--- src/rtl/param_right_rotator_pipe.sv ---
// ---------------------------------------------------------------------------
// param_right_rotator_pipe
//   Pipelined right barrel rotator for a 2**N-bit word. Stage k rotates right
//   by 2**k when bit k of the carried amount is set, so a word crosses N
//   registered stages. All stages share one advance enable. A valid/ready
//   handshake on each side lets the block sit in a streaming datapath.
//
//   Optional feature macro: ROTR_BIDIR_EN
//     When defined, an in_dir port is added (1 = rotate left). A left rotate
//     by k is turned into a right rotate by (W-k) mod W before the stage 0
//     register, so the latency does not change.
//
// Ports
//   clk        in   1   system clock, rising edge
//   reset      in   1   synchronous reset, active high
//   in_valid   in   1   in_data / in_amt (/ in_dir) valid
//   in_ready   out  1   block accepts a word this cycle
//   in_data    in   W   word to rotate
//   in_amt     in   N   rotate amount 0..W-1
//   in_dir     in   1   0 = right, 1 = left (only with ROTR_BIDIR_EN)
//   out_valid  out  1   out_data holds a result
//   out_ready  in   1   consumer takes out_data this cycle
//   out_data   out  W   rotated word
// ---------------------------------------------------------------------------
module param_right_rotator_pipe #(
  parameter int N = 3
) (
  input  logic              clk,
  input  logic              reset,
  input  logic              in_valid,
  output logic              in_ready,
  input  logic [2**N-1:0]   in_data,
  input  logic [N-1:0]      in_amt,
`ifdef ROTR_BIDIR_EN
  input  logic              in_dir,
`endif
  output logic              out_valid,
  input  logic              out_ready,
  output logic [2**N-1:0]   out_data
);

  localparam int W = 2**N;

  // Right rotate by 2**k when sel is set; k is a loop constant so the
  // shift distances are fixed wiring per stage.
  function automatic logic [W-1:0] stage_rot(input logic [W-1:0] d,
                                             input logic         sel,
                                             input int           k);
    int s;
    s = 1 << k;
    if (sel) return (d >> s) | (d << (W - s));
    else     return d;
  endfunction

  logic [N-1:0] valid_q, valid_d;
  logic [W-1:0] data_q [N];
  logic [W-1:0] data_d [N];
  logic [N-1:0] amt_q  [N];
  logic [N-1:0] amt_d  [N];

  logic         adv;
  logic [N-1:0] amt_eff;

  // Direction decode: left by k == right by two's complement of k in N bits,
  // which leaves left-by-0 at 0.
`ifdef ROTR_BIDIR_EN
  always_comb begin
    amt_eff = in_dir ? (N'(0) - in_amt) : in_amt;
  end
`else
  always_comb begin
    amt_eff = in_amt;
  end
`endif

  always_comb begin
    adv = !valid_q[N-1] | out_ready;

    valid_d = valid_q;
    for (int k = 0; k < N; k++) begin
      data_d[k] = data_q[k];
      amt_d[k]  = amt_q[k];
    end

    if (adv) begin
      // Bubbles travel as valid=0 slots; their data is don't-care but still
      // loads so every stage has a single enable.
      valid_d[0] = in_valid;
      data_d[0]  = stage_rot(in_data, amt_eff[0], 0);
      amt_d[0]   = amt_eff;
      for (int k = 1; k < N; k++) begin
        valid_d[k] = valid_q[k-1];
        data_d[k]  = stage_rot(data_q[k-1], amt_q[k-1][k], k);
        amt_d[k]   = amt_q[k-1];
      end
    end
  end

  always_ff @(posedge clk) begin
    if (reset) begin
      valid_q <= '0;
      for (int k = 0; k < N; k++) begin
        data_q[k] <= '0;
        amt_q[k]  <= '0;
      end
    end else begin
      valid_q <= valid_d;
      data_q  <= data_d;
      amt_q   <= amt_d;
    end
  end

  assign in_ready  = adv;
  assign out_valid = valid_q[N-1];
  assign out_data  = data_q[N-1];

endmodule

--- config.mk ---
export PLATFORM = sky130hd
export DESIGN_NAME = param_right_rotator_pipe
export DESIGN_NICKNAME = d
export VERILOG_FILES = /design/src/rtl/param_right_rotator_pipe.sv
export SDC_FILE = /design/constraint.sdc
export NUM_CORES = 1
export LEC_CHECK = 0
export ABC_AREA = 1
export ABC_CLOCK_PERIOD_IN_PS = 1250
export BUFFER_PORTS_ARGS = -buffer_cell sky130_fd_sc_hd__buf_2
export CAP_MARGIN = 30
export CORE_MARGIN = 2
export CORE_UTILIZATION = 56
export CTS_BUF_LIST = sky130_fd_sc_hd__clkbuf_16
export CTS_CLUSTER_SIZE = 25
export DETAILED_ROUTE_END_ITERATION = 12
export MAX_ROUTING_LAYER = met4
export PLACE_DENSITY = 0.78
export SLEW_MARGIN = 0
export SYNTH_ARGS = -nofsm -noshare
export SYNTH_HDL_FRONTEND = slang
export SYNTH_SLANG_ARGS = --single-unit
--- constraint.sdc ---
create_clock -name clk -period 1.25 [get_ports clk]
set_input_delay 0.0625 -clock clk [delete_from_list [all_inputs] [get_ports clk]]
set_output_delay 0.0625 -clock clk [all_outputs]
set_load 0.05 [all_outputs]
==> flow_summary.ini <==
[setup_path]
cp.depth = 2
crit_buf_inv = 2
reg2reg_slack_ps = 190
max_stage_delay_ps = 350
crit_path_cell_trace = buf_4 > buf_2
crit_fanout = 9
cp_slowest_cell = dfxtp_4
worstPathRequired_ps = 1190
worst_r2r_path_depth = 6
criticalPathCategory = flop to output pin
rr_endpoint = out_data[2]
cp-end-kind = output pin
cp-start-kind = flop
cp.arrival_ps = 1100
r2r_start = valid_q[2]
critPathTopFamily = buffers and inverters

[drt]
routed_wl_mm = 3.05
routedWlPerCell_um = 9.28
via_per_inst = 4.57
dr.pass1.iters = 4
drtIter0Drc = 37
detail-route-antenna-nets = 0
drc = 0
num_vias = 1503

[sta]
rsz0062_at_grt = no
hold_viol = 0
layout_setup_ws_ps = 91.2
setup_viol = 0
drv_slew = 0
min_period_ps = 1160
clock_skew_ps = 3.37
worst_pin_slew_ps = 289
fin_tns_setup_ps = 0
fin_crit_sh_pct = 92.7
fmax_ghz = 0.863
slew_headroom_pct = 80.7

[grt]
overflow = 0
antenna_found_initial = 0
first_global_vias = 1406
grt_max_degree = 30
grt_pass1_wl_mm = 5.62
grt_usage_pct = 21.7

[clock_network]
cts_sinks = 30
clkLatencyLatePin_ps = 270
htreeDepth = 2
cts_resized = 0
cts_root_buf = clkbuf_16
path_clk_slew_ps = 50
cts_made_buffers = 5
cts_tree = built
clockBufferDepth = 2

[hold_path]
holdPathStages = 3
hold_path_class = primary input to flop
min_to = amt_q[8]
worstHoldStart = in_amt[2]

[cells_and_area]
final_nets = 312
drive_gt1_share_pct = 18.8
utilization_pct = 69.3
postLayoutCellArea_um2 = 1960
layout_common_cells = nand2_1 (106), nor2_1 (58), inv_1 (30)
layout_commonest_cell = nand2_1
syn2layout_area_growth_pct = 15.3
n_antenna_cell = 0

[logic_synthesis]
postSynthCellCount = 276
yosys.area.top_type = dfxtp_1
synth_seq_cells = 30
synth-simple-area-share_pct = 47.4
synth-adder-area-share_pct = 0
ys_seq_area_share_pct = 35.3
synth_nets = 291
synth_cell_type_count = 13
synthDominantCellAreaShare_pct = 35.3
synth_mux_area_share_pct = 0
synth_top_cells_by_area = dfxtp_1 (35%), nand2_1 (23%), nor2_1 (13%)
synth_top_family_by_area = simple AND/OR/NAND/NOR gates
synth_compound_area_share_pct = 0.294
synth.cell_area_um2 = 1700
yosys_warnings = 0
avgSynthCellArea_um2 = 6.16
synth_xor_area_share_pct = 0

[die]
rows = 19
die_y_um = 59.1
die_w_um = 59.1
core_area_um2 = 2830
die-area_um2 = 3490
initial_core_util_pct = 60.1
io_pins = 25

[placement]
dp_hpwl_mm = 2.06
placed_cell_area_um2 = 1780
placement.io_buffers = 24
place_congestion = 0.784
place_ws_ps = 238

[power]
power_uw = 2590
power_density_nw_per_um2 = 1320
leakage_uw = 0.00101
ir_drop_mv = 0.803

[job]
maxCapViolCount = 0

[run_status]
status = completed
-- what timing repair did --
action                     4_1_cts  5_1_grt
hold endpoints to repair         1        0
hold buffers                     1        0
gates cloned                     1        0
buffers inserted                 0        3
pin swaps                        1        1
setup endpoints to repair        1        1
-- registers in the layout (all words and copies together) (netlist names) --
signal / flops
data_q: 16
out_data: 8
amt_q: 3
valid_q: 3
-- worst register-to-register path, stage by stage (launching register included) --
cell and delay (ps):
dfxtp_4 350, inv_2 120, nor2_8 50, buf_4 150, buf_12 140, nor2_1 110
nor2_1 40
-- cells in the mapped netlist --
master / count
inv_2: 3
nand3_1: 14
clkinv_1: 2
inv_1: 29
dfxtp_1: 30
buf_2: 6
nand3_2: 10
nor2_1: 58
nand2_1: 106
buf_6: 3
nor2_8: 1
a21oi_1: 1
buf_4: 13
-- how the worst max path moves through the flow --
stage,from,end,slack [ps]
finish,valid_q[2],out_valid,90
global route,valid_q[2],in_ready,50
detailed placement,valid_q[2],data_q[9],240
global placement,valid_q[2],data_q[10],250
CTS,valid_q[2],in_ready,30
floorplan,valid_q[2],valid_q[2],40
-- where the power goes --
part,internal (µW),switching [µW],total [µW]
combinational,150,278,428
clock,716,382,1100
sequential,1030,41.5,1070
-- through the flow --
step,std cells,hold WS [ps]
floorplan,276,122
global placement,316,225
detailed placement,316,227
CTS,326,16.2
global route,329,31.0
finish,329,18.3
-- layout make-up --
class | instances | area [µm²]
clock inverters | 3 | 12.5
repair buffers | 35 | 230
multi-input cells | 191 | 822
inverters | 34 | 128
well taps | 31 | 38.8
clock buffers | 5 | 125
fillers | 260 | 868
flip-flops and latches | 30 | 604
-- cells by family after synthesis --
family	Yosys count
AND/OR/NAND/NOR	189
buffers and inverters	56
flip-flops	30
AO/OA/AOI/OAI	1
-- per-layer routing --
| layer | vias to the layer above | part of all wire [%] | global-route usage [%] |
|---|---|---|---|
| met2 | 24 | 51 | 38.7 |
| met4 | 0 | 1.3 | 7.47 |
| met1 | 626 | 44 | 22.5 |
| met5 | - | 0 | - |
| li1 | 848 | - | - |
| met3 | 5 | 3.3 | 6.55 |
Power figures use the tool's default switching activity.
